--- config.mk ---
export PLATFORM = sky130hd
export DESIGN_NAME = multicycle_control_unit
export DESIGN_NICKNAME = d
export VERILOG_FILES = /design/src/rtl/multicycle_control_unit.sv
export SDC_FILE = /design/constraint.sdc
export NUM_CORES = 1
export LEC_CHECK = 0
export BUFFER_PORTS_ARGS = -buffer_cell sky130_fd_sc_hd__clkbuf_2
export CORE_UTILIZATION = 45
export DETAILED_ROUTE_END_ITERATION = 8
export PLACE_DENSITY_LB_ADDON = 0.3
export SYNTH_ARGS = -nofsm -noshare
export SYNTH_HDL_FRONTEND = slang
export SYNTH_SLANG_ARGS = --single-unit
--- constraint.sdc ---
create_clock -name clk -period 6.8 [get_ports clk]
set_clock_uncertainty 0.2 [all_clocks]
set_input_delay 0.68 -clock clk [delete_from_list [all_inputs] [get_ports clk]]
set_output_delay 0.68 -clock clk [all_outputs]
set_load 0.03 [all_outputs]
--- src/rtl/multicycle_control_unit.sv ---
// multicycle_control_unit: FETCH/DECODE/EXEC/MEM/WB sequencer for an RV32I/RV64I multicycle datapath
module multicycle_control_unit #(
  parameter int XLEN = 64,
  parameter bit WORD_OPS = 1
) (
  input  logic            clk,
  input  logic            rst,
  input  logic [31:0]     i_instr,
  input  logic            i_imem_ready,
  output logic            o_imem_req,
  output logic            o_dmem_req,
  output logic            o_dmem_we,
  input  logic            i_dmem_ready,
  input  logic            i_alu_zero,
  input  logic [XLEN-1:0] i_alu_result,
  output logic            o_ir_load,
  output logic            o_pc_write,
  output logic            o_pc_src,
  output logic            o_alu_src,
  output logic            o_reg_write_en,
  output logic [1:0]      o_result_src,
  output logic [2:0]      o_imm_src,
  output logic [4:0]      o_alu_control,
  output logic [1:0]      o_mem_size,
  output logic            o_mem_unsigned,
  output logic            o_word_op,
  output logic            o_halted,
  output logic            o_illegal,
  output logic [63:0]     o_instret
);
  localparam logic WOPS = WORD_OPS && (XLEN == 64);
  localparam logic X32 = (XLEN == 32);

  typedef enum logic [2:0] {S_FETCH, S_DECODE, S_EXEC, S_MEM, S_WB, S_HALT} state_t;

  state_t      r_state, w_next;
  logic [6:0]  r_opc;
  logic [2:0]  r_f3, r_imm;
  logic [4:0]  r_alu;
  logic [1:0]  r_rsrc;
  logic        r_f75, r_f70, r_alu_src, r_wop, r_halted, r_illegal;
  logic [63:0] r_instret;

  logic [6:0] w_op;
  logic [2:0] w_f3, w_imm;
  logic [4:0] w_alu;
  logic [1:0] w_rsrc;
  logic w_lui, w_auipc, w_jal, w_jalr, w_br, w_ld, w_st, w_opi, w_opr, w_opi32, w_op32, w_sys;
  logic w_known, w_illegal, w_taken, e_br, e_jmp, e_ld, e_st;
  logic w_imem_req, w_ir_load, w_dmem_req, w_dmem_we, w_pc_write, w_pc_src, w_reg_write;
  logic w_unused;

  function automatic logic [4:0] alu_fn(input logic [2:0] f3, input logic alt, input logic sub_ok);
    case (f3)
      3'd0:    alu_fn = (alt & sub_ok) ? 5'd1 : 5'd0;
      3'd1:    alu_fn = 5'd5;
      3'd2:    alu_fn = 5'd8;
      3'd3:    alu_fn = 5'd9;
      3'd4:    alu_fn = 5'd4;
      3'd5:    alu_fn = alt ? 5'd7 : 5'd6;
      3'd6:    alu_fn = 5'd3;
      default: alu_fn = 5'd2;
    endcase
  endfunction

  assign w_op    = i_instr[6:0];
  assign w_f3    = i_instr[14:12];
  assign w_lui   = w_op == 7'h37;
  assign w_auipc = w_op == 7'h17;
  assign w_jal   = w_op == 7'h6F;
  assign w_jalr  = w_op == 7'h67;
  assign w_br    = w_op == 7'h63;
  assign w_ld    = w_op == 7'h03;
  assign w_st    = w_op == 7'h23;
  assign w_opi   = w_op == 7'h13;
  assign w_opr   = w_op == 7'h33;
  assign w_opi32 = w_op == 7'h1B;
  assign w_op32  = w_op == 7'h3B;
  assign w_sys   = w_op == 7'h73;
  assign w_known = w_lui | w_auipc | w_jal | w_jalr | w_br | w_ld | w_st | w_opi | w_opr | w_opi32 | w_op32 | w_sys;
  // doubleword and LWU memory ops have no meaning on a 32-bit datapath
  assign w_illegal = !w_known | ((w_opi32 | w_op32) & !WOPS)
                   | (X32 & ((w_ld & (w_f3 == 3'd3 | w_f3 == 3'd6)) | (w_st & w_f3 == 3'd3)));
  assign w_alu  = (w_opi | w_opr | w_opi32 | w_op32) ? alu_fn(w_f3, i_instr[30], w_opr | w_op32)
                : w_br ? (w_f3[2:1] == 2'b10 ? 5'd8 : w_f3[2:1] == 2'b11 ? 5'd9 : 5'd1) : 5'd0;
  assign w_imm  = w_st ? 3'd1 : w_br ? 3'd2 : (w_lui | w_auipc) ? 3'd3 : w_jal ? 3'd4 : 3'd0;
  assign w_rsrc = w_ld ? 2'd1 : (w_jal | w_jalr) ? 2'd2 : 2'd0;

  assign e_br    = r_opc == 7'h63;
  assign e_jmp   = r_opc == 7'h6F || r_opc == 7'h67;
  assign e_ld    = r_opc == 7'h03;
  assign e_st    = r_opc == 7'h23;
  assign w_taken = (r_f3[2:1] == 2'b00 ? i_alu_zero : i_alu_result[0]) ^ r_f3[0];

  always_comb begin
    w_next      = r_state;
    w_imem_req  = 1'b0;
    w_ir_load   = 1'b0;
    w_dmem_req  = 1'b0;
    w_dmem_we   = 1'b0;
    w_pc_write  = 1'b0;
    w_pc_src    = 1'b0;
    w_reg_write = 1'b0;
    case (r_state)
      S_FETCH: begin
        w_imem_req = 1'b1;
        w_ir_load  = i_imem_ready;
        w_next     = i_imem_ready ? S_DECODE : S_FETCH;
      end
      S_DECODE: w_next = (w_sys | w_illegal) ? S_HALT : S_EXEC;
      S_EXEC: begin
        w_pc_write  = e_br | e_jmp;
        w_pc_src    = e_jmp | (e_br & w_taken);
        w_reg_write = e_jmp;
        w_next      = (e_br | e_jmp) ? S_FETCH : (e_ld | e_st) ? S_MEM : S_WB;
      end
      S_MEM: begin
        w_dmem_req = 1'b1;
        w_dmem_we  = e_st;
        w_pc_write = i_dmem_ready & e_st;
        w_next     = !i_dmem_ready ? S_MEM : e_st ? S_FETCH : S_WB;
      end
      S_WB: begin
        w_reg_write = 1'b1;
        w_pc_write  = 1'b1;
        w_next      = S_FETCH;
      end
      default: w_next = S_HALT;
    endcase
  end

  always_ff @(posedge clk) begin
    if (rst) begin
      r_state   <= S_FETCH;
      r_opc     <= '0;
      r_f3      <= '0;
      r_f75     <= 1'b0;
      r_f70     <= 1'b0;
      r_alu     <= '0;
      r_imm     <= '0;
      r_alu_src <= 1'b0;
      r_rsrc    <= '0;
      r_wop     <= 1'b0;
      r_halted  <= 1'b0;
      r_illegal <= 1'b0;
      r_instret <= '0;
    end else begin
      r_state <= w_next;
      if (w_pc_write) r_instret <= r_instret + 64'd1;
      if (r_state == S_DECODE) begin
        r_opc     <= w_op;
        r_f3      <= w_f3;
        r_f75     <= i_instr[30];
        r_f70     <= i_instr[25];
        r_alu     <= w_alu;
        r_imm     <= w_imm;
        r_alu_src <= !(w_opr | w_op32 | w_br);
        r_rsrc    <= w_rsrc;
        r_wop     <= (w_opi32 | w_op32) & WOPS;
        r_halted  <= w_sys;
        r_illegal <= w_illegal;
      end
    end
  end

  // everything is forced low combinationally so a reset kills an in-flight request immediately
  assign o_imem_req     = w_imem_req & !rst;
  assign o_ir_load      = w_ir_load & !rst;
  assign o_dmem_req     = w_dmem_req & !rst;
  assign o_dmem_we      = w_dmem_we & !rst;
  assign o_pc_write     = w_pc_write & !rst;
  assign o_pc_src       = w_pc_src & !rst;
  assign o_reg_write_en = w_reg_write & !rst;
  assign o_alu_src      = r_alu_src & !rst;
  assign o_result_src   = rst ? '0 : r_rsrc;
  assign o_imm_src      = rst ? '0 : r_imm;
  assign o_alu_control  = rst ? '0 : r_alu;
  assign o_mem_size     = rst ? '0 : r_f3[1:0];
  assign o_mem_unsigned = r_f3[2] & !rst;
  assign o_word_op      = r_wop & !rst;
  assign o_halted       = r_halted & !rst;
  assign o_illegal      = r_illegal & !rst;
  assign o_instret      = rst ? '0 : r_instret;

  assign w_unused = &{1'b0, i_instr[31], i_instr[29:26], i_instr[24:15], i_instr[11:7],
                      i_alu_result[XLEN-1:1], r_f75, r_f70};
endmodule

-- Yosys cells after proc, flatten, opt, wreduce, memory -nomap -nowiden
Cells that the tools add are included.
- eq/ne operators: 29
- bitwise operators: 38
- reduce and logical (&&, ||, !) cells: 7
- add/subtract/negate cells: 1
- muxes and demuxes: 33
- operator list (kind ; number):
    64-bit by 1-bit adder with 64-bit output, second input constant ; 1
    64-bit 2-to-1 mux ; 1
    7-bit equality test, second input constant ; 7
    7-bit by 6-bit equality test with 1-bit output, second input constant ; 5
    3-bit 2-to-1 mux ; 10
    4-bit case mux with 7 select lines ; 1
    1-bit bitwise OR ; 22
    7-bit by 5-bit equality test with 1-bit output, second input constant ; 3
    1-bit AND ; 15
    3-bit case mux with 5 select lines ; 1
    7-bit by 2-bit equality test with 1-bit output, second input constant ; 2
    3-bit by 2-bit equality test with 1-bit output, second input constant ; 4
    3-bit equality test, second input constant ; 4
    4-bit 2-to-1 mux ; 3
    5-bit 2-to-1 mux ; 2
    1-bit 2-to-1 mux ; 9
    2-bit 2-to-1 mux ; 4
    3-bit by 1-bit equality test with 1-bit output, second input constant ; 2
    3-bit zero test ; 2
    2-bit equality test, second input constant ; 2
    1-bit zero test ; 3
    1-bit case mux with 3 select lines ; 1
    2-bit zero test ; 1
    1-bit case mux with 2 select lines ; 1
    other kinds (2) ; 2
- output and inout bits: 88
- register bits after elaboration: 91

-- Depth between registers and ports, before layout
Gate-level depths: netlist of run 1.
- depth in word-level cells: 16
- gate-level depth with buffers: 9
- mapped depth without buffers: 6

-- Worst setup path after synthesis of run 1
Ideal clock, no wire load.
- path kind: input to output
- start: input port rst
- end: output port o_ir_load
- data required time: 5920 ps
- buffers on the path: 2
- slack: 3470 ps
- arrival time: 2450 ps
- stages on the path: 4
- path through: clkbuf_1 > buf_1 > nor4_1 > and2_1
- cells in the longest elaborated chain, start to end: 2
- ends and longest elaborated chain (item ; line ; RTL):
    start, declared ; 7 ; input logic rst,
    1-bit zero test ; 168 ; assign o_ir_load = w_ir_load & !rst;
    1-bit AND ; 168 ;
    end, declared ; 16 ; output logic o_ir_load,
No other way between the ends.

-- Worst setup path after layout of run 1
- start: input port rst
- end: output port o_alu_control[3]
- cells in the longest elaborated chain, start to end: 1
- ends and longest elaborated chain (item ; line ; RTL):
    5-bit 2-to-1 mux ; 177 ; assign o_alu_control = rst ? '0 : r_alu;
    end, declared ; 23 ; output logic [4:0] o_alu_control,
No other way between the ends.

==> impl_summary.md, run 1 <==
Timing
The minimum clock period is 3430 ps. The share of the clock period used by the worst path is between 50% and 60%. At the pin with the least slew margin, the transition time is 1140 ps. Setup repair after global routing left no endpoint under its margin.

The max-slew violation count was 0. The worst slew margin relative to its limit is a little under a quarter. For this run, the top clock speed supported by timing is 291 MHz. The number of hold-slack violations in the final timing report is 0. Summed over all failing endpoints, the final setup total negative slack is 0 ps. The slack of the critical path is 3370 ps. The total of endpoints with negative setup slack in the final report is 0.

Route
The routed design uses 533 µm of met3 wire. The highest metal layer carrying signal wires in the routed design is met4. The remaining number of nets flagged by the antenna check after routing is 0.

The vias after detailed routing is 4,954. The first routing iteration left 286 violations. The number of vias per cell after detailed routing is 5.69.

The total wire length is 12.6 mm. The average wire per standard cell is 14.5 µm. The number of detailed-route iterations in the first pass is 5.

After detailed routing, the number of remaining DRC violations is 0. The routed length on met1 is 5.77 mm. Detailed routing placed a total of 6.08 mm of wire on met2.

Setup path
STA classifies the critical path startpoint as a primary input. Along the worst path, the maximum fanout reaches roughly 110. STA puts the critical path data arrival time at 2550 ps. The critical path is of the primary input to output port type. STA classifies the critical path endpoint as an output port. The worst path required time is 5920 ps.

Clock tree
Clock tree synthesis found a total of 90 sinks. In this run, post-CTS repair resized a total of 0 instances. The clock transition at the registers of the reported paths is roughly 70 ps. Clock latency on the worst-skew pair, taken at its later pin, is 350 ps. The cell at the root of the clock tree is sky130_fd_sc_hd__clkbuf_16. The clock buffer count from CTS is 9. TritonCTS built the clock tree. The H-tree generated during clock tree synthesis spans 3 levels.

After clock tree synthesis, the flow added hold-fix buffers numbering 0. Counting along the longest clock path gives a buffer depth of 2. The number of setup buffers added after CTS is 0.

Finish
The number of standard cells in the final layout excluding fillers is 871. The number of fill cells is 1,050. The sequential cells in the finished layout cover a total of about 1800 µm².

The multi-input combinational cells in the finished layout cover a total of 3110 µm². At the end of the flow the core is filled with cells to 54.6%. In the final layout, the share of cells above drive strength 1 is a little over a fifth.

The most common cell after layout, fill and taps aside is sky130_fd_sc_hd__clkbuf_2. In the layout the commonest cells are sky130_fd_sc_hd__clkbuf_2 (102), sky130_fd_sc_hd__dfxtp_1 (90), sky130_fd_sc_hd__nor2b_1 (78). The number of antenna diodes is 0.

The total number of nets in the final design is 828. From synthesis to final layout, the design area changed by 16.5%.

Power and ir drop
The sequential group share of total power is 46.1%. The power share of the clock group is 45.5%. The leakage dissipation is ~0.0023 µW. Of the total power, the share spent switching nets is between 20% and 30%. The internal portion of the total power is 887 µW.

In this run the power density over the cells is 197 nW/µm². Across the VDD grid, the largest voltage drop is 122 µV. The net switching power of the design is 294 µW.

Combinational logic burns approximately 8.4% of the power. Total power for the finished layout comes to 1180 µW.

Floorplan
The area of the die is 11,900 µm². The width of the die is 109 µm. The placement row count is 38. The initial core utilization is 46.9%. The height of the chip is 109 µm.

The number of top-level pins is 189. The area of the core is 11,000 µm².

Global routing
Entering global routing, the biggest net connects 107 pins. The number of antenna violations at the first check in global routing is 0. The via count of the first global-routing pass was 4,314. The total routing usage reported by global routing is 21.6%. Global routing finished with a remaining overflow of 0.

The first global-routing pass estimated approximately 20 mm of wire.

Yosys
Of all flip-flops after synthesis, the portion carrying an async set or reset was 0%. After synthesis, the largest area contributor takes up 35.0% of total cell area. The prevailing post-synth register cell is sky130_fd_sc_hd__dfxtp_1. Synthesis produced 656 cells. In this run, synthesis produced a sequential element count of 90. The number of distinct library cell variants in the gate-level netlist after synthesis is 56. The per-instance average area after synthesis is 7.84 µm².

The area of the mapped netlist is 5150 µm². The yosys synthesis warning count is 0. The number of flops mapped to enable cells by yosys is 0. The cell type contributing the most total cell area after synthesis is sky130_fd_sc_hd__dfxtp_1. Synthesis produced a netlist with a net count of 758. In the post-synthesis netlist, the biggest area contributors are sky130_fd_sc_hd__dfxtp_1 (35%), sky130_fd_sc_hd__nor2b_1 (9.5%), sky130_fd_sc_hd__mux2_2 (5.5%). Sequential elements use between 30% and 40% of the synthesized area.

Placed design
The congestion estimate from routability-driven global placement came to 0.808. Detailed placement ended at an HPWL of 8.62 mm. Port buffering added 103 buffers. Before CTS, the worst setup slack after placement is 3380 ps.

After detailed placement, the design holds a cell count of 855.

Flow run
The tool flagged a number of max-cap violations equal to 0.

Outcome
The run finished with clean final reports.

Min path
The tightest min-delay check is of the flop to flop type.
## cell usage after synthesis, drive strengths merged, types with 16 or more instances
cell type  instances
nand4             22
dfxtp             90
clkbuf            30
nand3             27
buf               16
nand2             57
nor2              72
a21oi             39
nor4              23
nor3              35
mux2              43
nor2b             78
## state kept, by name, indices dropped and copies added (netlist names)
register and flops:
r_halted 1, r_alu 4, r_imm 3, r_wop 1
r_instret 64, r_f3 3, r_illegal 1, r_rsrc 2
r_state 3, r_alu_src 1, r_opc 7
## kinds of logic (layout without fill, tap and decap cells)
group	after synthesis	count (layout)	synth area share, %
adders and majority gates	2	2	0.438
xor gates and xnor gates	2	2	0.340
buffers and inverters	60	135	4.84
and+or+nand+nor	369	369	39.0
AOI/OAI and AO/OA	87	87	10.5
other	1	1	0.0729
muxes	45	45	9.80
DFF	90	90	35.0
## final cells by class
cell class              count  area share (%)
well taps                 140            2.92
multi-input cells         506            51.9
repair buffers            105            8.89
clock buffers               9            3.76
flip-flops and latches     90            30.1
inverters                  14           0.877
clock inverters             7            1.57
## stage by stage
step	cell area (µm²)	hold slack [ps]
finish	5990	255
global route	5990	271
CTS	5990	257
detailed placement	5680	244
global placement	5680	237
floorplan	5150	227
## worst max-delay path, stage by stage
cell and delay, ps:
sky130_fd_sc_hd__buf_4 720, sky130_fd_sc_hd__buf_4 670, sky130_fd_sc_hd__nor2b_1 170, sky130_fd_sc_hd__clkbuf_2 230
## worst paths after layout
check,depth (start not counted),slack (ps),end,start
min reg2reg,2,250,r_opc[0],r_opc[0]
min,2,250,r_opc[0],r_opc[0]
max,4,3370,o_alu_control[3],rst
max reg2reg,5,3740,r_instret[55],r_instret[0]
## layer usage
| layer | up-vias | GRT usage [%] |
|---|---|---|
| met3 | 14 | 3.95 |
| met2 | 104 | 35.1 |
| met4 | 0 | 9.75 |
| met1 | 2356 | 27.7 |
| met5 | - | 0 |
| li1 | 2480 | - |
## power groups by stage
stage	clock network, µW	registers [µW]	logic (µW)
after floorplan	0	552	80.2
after global placement	0	556	95.8
after detailed placement	0	556	99.0
after CTS	547	544	99.6
after global routing	568	545	111
final	537	544	99.5
No activity file was read; power rests on OpenSTA's default activity.
==> run 2, diff against run 1 <==
- clock period: 6.8 -> 2.8 ns (I/O delays scaled with it)
==> impl_summary.md, run 2 (synthesis results as in run 1) <==
Outcome
The run finished with clean final reports.

Clock tree
The largest buffer count on any clock path is 2 (unchanged). The number of setup buffers added after CTS is 0 (unchanged). The maximum level of the CTS H-tree was 3 (unchanged). TritonCTS built the clock tree.

The cell at the root of the clock tree is sky130_fd_sc_hd__clkbuf_16. The clock transition at the registers of the reported paths came to 60 ps (about the same). The clock network latency to the later pin of the worst-skew pair is 340 ps (about the same). The clock buffer count from CTS is 9 (unchanged). The total clock sinks was 90 (unchanged).

Setup path
The type of the worst setup path is flop to flop. The data arrival time of the critical path is 2630 ps (+80 ps). STA classifies the critical path startpoint as a flop. The worst path required time is 2840 ps (-3080 ps). The worst setup path is captured at a flop. The worst-path maximum fanout is 29 (-73%).

Finish
The signed area change from the synthesized netlist to the final layout is 18.9%. The total number of nets in the final design is 845 (+2.1%). The largest register by flop count is r_instret. In the layout the commonest cells are sky130_fd_sc_hd__clkbuf_2 (102), sky130_fd_sc_hd__dfxtp_1 (90), sky130_fd_sc_hd__nor2b_1 (78).

The largest registers in the layout are r_instret x64, r_opc x7, r_alu x4. Leaving out fill and tap cells, the most frequent cell in the layout is sky130_fd_sc_hd__clkbuf_2. The proportion of layout cells with a drive suffix above 1 was 23.3% (+1.5 points). The number of antenna diodes is 0 (unchanged). The post-layout instance area is 6120 µm² (+2.1%).

The flip-flop count of the largest register, all copies and words added is 64 (unchanged). The core occupancy in the finished layout is 55.7% (+1.1 points).

Placed design
The final weighted congestion in routability-driven placement was 0.817 (+1.2%). The count of input and output buffers is 103 (unchanged). The final HPWL from detailed placement came to 8.88 mm (+2.9%). The cell area after placement is 5830 µm² (+2.7%).

Timing
Dividing the final minimum period by the clock period gives 92.6%. Setup repair after global routing left no endpoint under its margin. The number of hold-slack violations in the final timing report is 0 (unchanged). Based on the critical path, the design can be clocked at up to 386 MHz. The max-slew violation count is 0 (unchanged). For the finished layout, the period the worst path requires is 2590 ps.

The total of endpoints with negative setup slack in the final report was 0 (unchanged). The final setup TNS is 0 ps (unchanged). The transition time at the pin with the least slew margin came to 745 ps (-397 ps). The worst slew margin relative to its limit is 50.3% (+27 points). The worst hold margin was 9.11 ps (-246 ps).

Global routing
The overall overflow remaining after global route is 0 (unchanged). The largest net degree at the start of global routing was 83 (-22%). The via count of the first global-routing pass was 4,310 (-0.093%). The total routing usage reported by global routing came to 21.5% (-0.11 points).

The number of antenna violations at the first check in global routing is 0 (unchanged). The first-pass GRT wire length was 20.5 mm (+0.30%).

Floorplan
The placement row count came to 38 (unchanged). The initial core utilization is 46.9% (unchanged). The height of the chip is 109 µm (unchanged). The width of the die was 109 µm (unchanged). The number of top-level pins is 189 (unchanged). The area of the core is 11,000 µm² (unchanged). The area of the die is 11,900 µm² (unchanged).

Route
The final routed DRC violation total is 0 (unchanged). The number of DRC markers in iteration 0 is 225 (-21%). The average wire per standard cell is 14.1 µm (-2.9%). The number of detailed-route iterations in the first pass is 5 (unchanged). The number of vias per cell after detailed routing is 5.62 (-1.2%). The remaining number of nets flagged by the antenna check after routing was 0 (unchanged).

The vias after detailed routing is 4,990 (+0.73%). The total wire length is 12.5 mm (-0.98%).

Power and ir drop
The leakage dissipation was 0.00235 µW (+3.2%). The maximum ir drop on the vdd rail is 253 µV (+110%). The power per standard cell area is 448 nW/µm² (+130%).

Flow run
The number of max-capacitance violations reported is 0 (unchanged).

Min path
The classification of the worst-slack hold path is primary input to flop.
-- run 2: cell type report --
cell class                 count  area (µm²)
clock buffer                  15         278
multi-input combinational    506        3120
tap                          140         175
fill                        1017        4860
inverter                      14        52.6
sequential                    90        1800
clock inverter                 1        7.51
timing repair buffer         122         686
-- run 2: repair_timing --
action                     in CTS  in global routing
hold endpoints to repair        0                  0
resized for setup               0                  1
setup endpoints to repair       0                  2
hold buffers                    0                  0
-- run 2: power breakdown --
part | internal (µW) | total (µW) | switching [µW] | leakage, µW
Clock | 676 | 1170 | 489 | 0.000136
Sequential | 1300 | 1320 | 18.2 | 0.000727
Combinational | 86.6 | 258 | 171 | 0.00149
-- run 2: routing by layer --
metal  track usage (%)  vias up  part of all wire [%]
met2              36.1      128                    49
met5                 0        -                     0
met3              3.11       13                   4.3
met4              7.82        0                   1.4
met1              27.9     2337                    46
li1                  -     2512                     -
-- run 2: critical path: stages (launching register included) --
cell and delay [ps]:
sky130_fd_sc_hd__dfxtp_1 340, sky130_fd_sc_hd__or3_1 430, sky130_fd_sc_hd__o32a_1 220, sky130_fd_sc_hd__a2bb2oi_4 250
sky130_fd_sc_hd__buf_4 280, sky130_fd_sc_hd__nor4_1 390, sky130_fd_sc_hd__mux2_2 380
-- run 2: per-stage QoR --
step / power (µW) / setup WS, ps / instances
after floorplan: 1530 / 270 / 656
after global placement: 1600 / 239 / 872
after detailed placement: 1610 / 219 / 872
after CTS: 2770 / 188 / 888
after global routing: 2850 / 48.1 / 888
final: 2740 / 208 / 888
-- run 2: final timing paths --
path	start	to	slack, ps	cells past startpoint
hold reg to reg	r_imm[2]	r_imm[2]	250	2
hold / removal	i_instr[1]	r_opc[1]	9	3
setup reg to reg	r_opc[6]	r_instret[35]	210	6
setup / recovery	r_opc[6]	r_instret[35]	210	6
==> run 3, diff against run 2 <==
- ABC_AREA: unset -> 1
==> impl_summary.md, run 3 <==
Outcome
The run finished with clean final reports.

Placed design
The count of input and output buffers is 103 (unchanged). The final weighted congestion in routability-driven placement is 0.959 (+17%). The setup slack after placement was 711 ps (+492 ps). The number of placed instances, taps included is 1,294 (+48%).

The final HPWL from detailed placement came to 13.2 mm (+49%). The cell area after placement is 6800 µm² (+17%).

Power and ir drop
The leakage dissipation is 0.00292 µW (+24%). The power share of the clock group was 44.2% (+1.7 points). The design internal power is 2230 µW (+8.1%).

The maximum ir drop on the vdd rail is 341 µV (+35%). The combinational share of power is 11.4% (+2.0 points). The switching part of the total was 26.3% (+1.6 points). The sequential group share of total power is 44.4% (-3.7 points).

The power per standard cell area is 423 nW/µm² (-5.6%). The net switching power of the design came to 798 µW (+18%). The overall power is 3030 µW (+10%).

Timing
The total of endpoints with negative setup slack in the final report is 0 (unchanged). The minimum clock period is 2350 ps (-239 ps). The final setup TNS is 0 ps (unchanged). The transition time at the pin with the least slew margin is 484 ps (-261 ps).

The peak clock frequency supported by timing was 425 MHz (+10%). The share of the clock period used by the worst path is 84.0% (-8.5 points). The worst slew margin relative to its limit was 67.3% (+17 points). Setup repair after global routing left no endpoint under its margin. The number of hold-slack violations in the final timing report came to 0 (unchanged).

The slack of the critical path came to 447 ps (+239 ps). The max-slew violation count is 0 (unchanged).

Clock tree
The total clock sinks is 90 (unchanged). The clock buffer count from CTS is 9 (unchanged). The maximum level of the CTS H-tree was 3 (unchanged). The number of setup buffers added after CTS is 0 (unchanged). TritonCTS built the clock tree.

The clock network latency to the later pin of the worst-skew pair is 360 ps (+20 ps). The clock transition at the registers of the reported paths is 60 ps (about the same). The cell at the root of the clock tree is sky130_fd_sc_hd__clkbuf_16. The largest buffer count on any clock path was 2 (unchanged).

Yosys
By instance count, the leading cell after synthesis is sky130_fd_sc_hd__nor2_1. The cell type contributing the most total cell area after synthesis is sky130_fd_sc_hd__dfxtp_1. The per-instance average area after synthesis is 5.92 µm² (-24%). The share of synthesized area occupied by flip-flops and latches came to 29.4% (-5.6 points).

The area of the mapped netlist is 6130 µm² (+19%). The post-synthesis register bit count came to 90 (unchanged). The fraction of post-synthesis cell area in the top cell type by area came to 29.4% (-5.6 points). The number of flops mapped to enable cells by yosys came to 0 (unchanged). The prevailing post-synth register cell is sky130_fd_sc_hd__dfxtp_1. The yosys synthesis warning count is 0 (unchanged). The post-synth net total was 1,136 (+50%). Sorting the synthesized cells by area gives the leading types as sky130_fd_sc_hd__dfxtp_1 (29%), sky130_fd_sc_hd__nor2_1 (15%), sky130_fd_sc_hd__nand2_1 (15%).

The number of cells produced by synthesis is 1,034 (+58%). The number of distinct library cell variants in the gate-level netlist after synthesis was 45 (-20%). The async set or reset register ratio after synthesis is 0% (unchanged).

The commonest cells after synthesis are sky130_fd_sc_hd__nor2_1 (244), sky130_fd_sc_hd__nand2_1 (241), sky130_fd_sc_hd__inv_1 (149).

Route
The remaining number of nets flagged by the antenna check after routing is 0 (unchanged). The final routed DRC violation total is 0 (unchanged). The number of vias per cell after detailed routing is 4.98 (-11%).

The number of DRC markers in iteration 0 is 483 (+110%). The number of detailed-route iterations in the first pass is 6 (+1). The total wire length is 17.0 mm (+36%). The average wire per standard cell came to 13.0 µm (-7.8%). The vias after detailed routing is 6,544 (+31%).

Finish
The total number of nets in the final design was 1,235 (+46%). The proportion of layout cells with a drive suffix above 1 is 16.5% (-6.7 points). In the layout the commonest cells are sky130_fd_sc_hd__nor2_1 (243), sky130_fd_sc_hd__nand2_1 (240), sky130_fd_sc_hd__inv_1 (149). The post-layout instance area was 7160 µm² (+17%).

The largest registers in the layout are r_instret x64, r_opc x7, r_alu x4. The number of antenna diodes is 0 (unchanged). The largest register by flop count is r_instret. The most common cell after layout, fill and taps aside is sky130_fd_sc_hd__nor2_1.

The number of standard cells in the final layout excluding fillers is 1,314 (+48%). Relative to the synthesized area, the layout overhead comes to 16.9%. The flip-flop count of the largest register, all copies and words added is 64 (unchanged). The number of fill cells is 1,424 (+40%).

Floorplan
The number of top-level pins came to 189 (unchanged). The area of the core is 13,200 µm² (+21%). The height of the chip came to 119 µm (+8.9%).

The area of the die was 14,100 µm² (+19%). The initial core utilization came to 46.3% (-0.60 points). The placement row count came to 42 (+11%). The width of the die is 119 µm (+8.9%).

Global routing
The via count of the first global-routing pass is 5,777 (+34%). The largest net degree at the start of global routing is 46 (-45%). The total routing usage reported by global routing is 24.7% (+3.2 points). The first-pass GRT wire length is 27.8 mm (+36%). The number of antenna violations at the first check in global routing is 0 (unchanged). The overall overflow remaining after global route was 0 (unchanged).

Setup path
In this run the critical register-to-register path is captured at r_instret[40]. The critical path is of the flop to output port type. The startpoint identified for the worst register-to-register timing path is r_instret[1]. The worst setup path startpoint is r_state[2]. The worst reg-to-reg path cell count is 10 (+4). The endpoint of the most critical setup path is o_pc_write. The flop-to-flop setup slack came to 660 ps (+450 ps). The worst-path maximum fanout is 8 (-72%). The type of origin of the critical path is a flop.

The data arrival time of the critical path is 1870 ps (-760 ps). STA classifies the critical path endpoint as an output port. The worst path required time is 2320 ps (-520 ps).

Min path
The classification of the worst-slack hold path is primary input to flop.

Flow run
The number of max-capacitance violations reported came to 0 (unchanged).
-- run 3: how the worst min path moves through the flow --
stage / from / endpoint / slack (ps) / cells after the start
after global routing: i_instr[1] / r_opc[1] / 60 / 3
after CTS: i_instr[13] / r_alu[3] / 30 / 3
after global placement: r_instret[63] / r_instret[63] / 270 / 2
final: i_instr[13] / r_alu[3] / 40 / 3
after detailed placement: r_instret[63] / r_instret[63] / 270 / 2
after floorplan: i_instr[12] / r_f3[0] / 200 / 2
-- run 3: cell type report --
| class | instances | area, µm² | share of cell area, % |
|---|---|---|---|
| Multi-Input combinational cell | 760 | 3580 | 49.9 |
| Sequential cell | 90 | 1800 | 25.2 |
| Timing Repair Buffer | 120 | 668 | 9.33 |
| Inverter | 152 | 572 | 7.99 |
| Clock buffer | 12 | 246 | 3.44 |
| Tap cell | 176 | 220 | 3.08 |
| Clock inverter | 4 | 75.1 | 1.05 |
-- run 3: what timing repair did --
action                                 CTS  global route
endpoints found under the hold margin    4             0
hold buffers                             4             0
resized for setup                        0             0
-- run 3: layer usage --
layer,global-route usage (%),vias to the layer above,part of all wire [%]
met1,32.6,2899,46
li1,-,3427,-
met4,6.33,0,1.9
met3,5.45,25,6.3
met2,40.4,193,45
met5,0,-,0
-- run 3: kinds of logic (layout without fill, tap and decap cells) --
group,after synthesis,count (layout),synth area share [%]
other cells,1,1,0.0612
fa+ha+maj,1,1,0.204
compound gates,100,100,9.17
buf+inv,184,288,12.3
flops,90,90,29.4
simple gates,650,650,47.7
xor+xnor,8,8,1.14
-- run 3: power by group through the flow --
stage	Sequential, µW	Combinational (µW)	Clock, µW
floorplan	1370	257	0
global placement	1370	338	0
detailed placement	1370	341	0
CTS	1340	347	1360
global route	1350	387	1410
finish	1350	347	1340
-- run 3: through the flow --
stage / hold WS (ps) / utilization (%)
global placement: 266 / 51.3
detailed placement: 273 / 51.3
floorplan: 201 / -
CTS: 26.3 / 54.1
finish: 35.7 / 54.1
global route: 56.4 / 54.1
-- run 3: worst max-delay path: stages, from the launching register on --
cell and delay, ps:
sky130_fd_sc_hd__dfxtp_1 400, sky130_fd_sc_hd__inv_2 80, sky130_fd_sc_hd__nand3_2 120, sky130_fd_sc_hd__nor2_1 70, sky130_fd_sc_hd__nand2_1 60, sky130_fd_sc_hd__nand2_1 50
sky130_fd_sc_hd__nor2_2 400, sky130_fd_sc_hd__nor2_1 120, sky130_fd_sc_hd__clkbuf_2 210
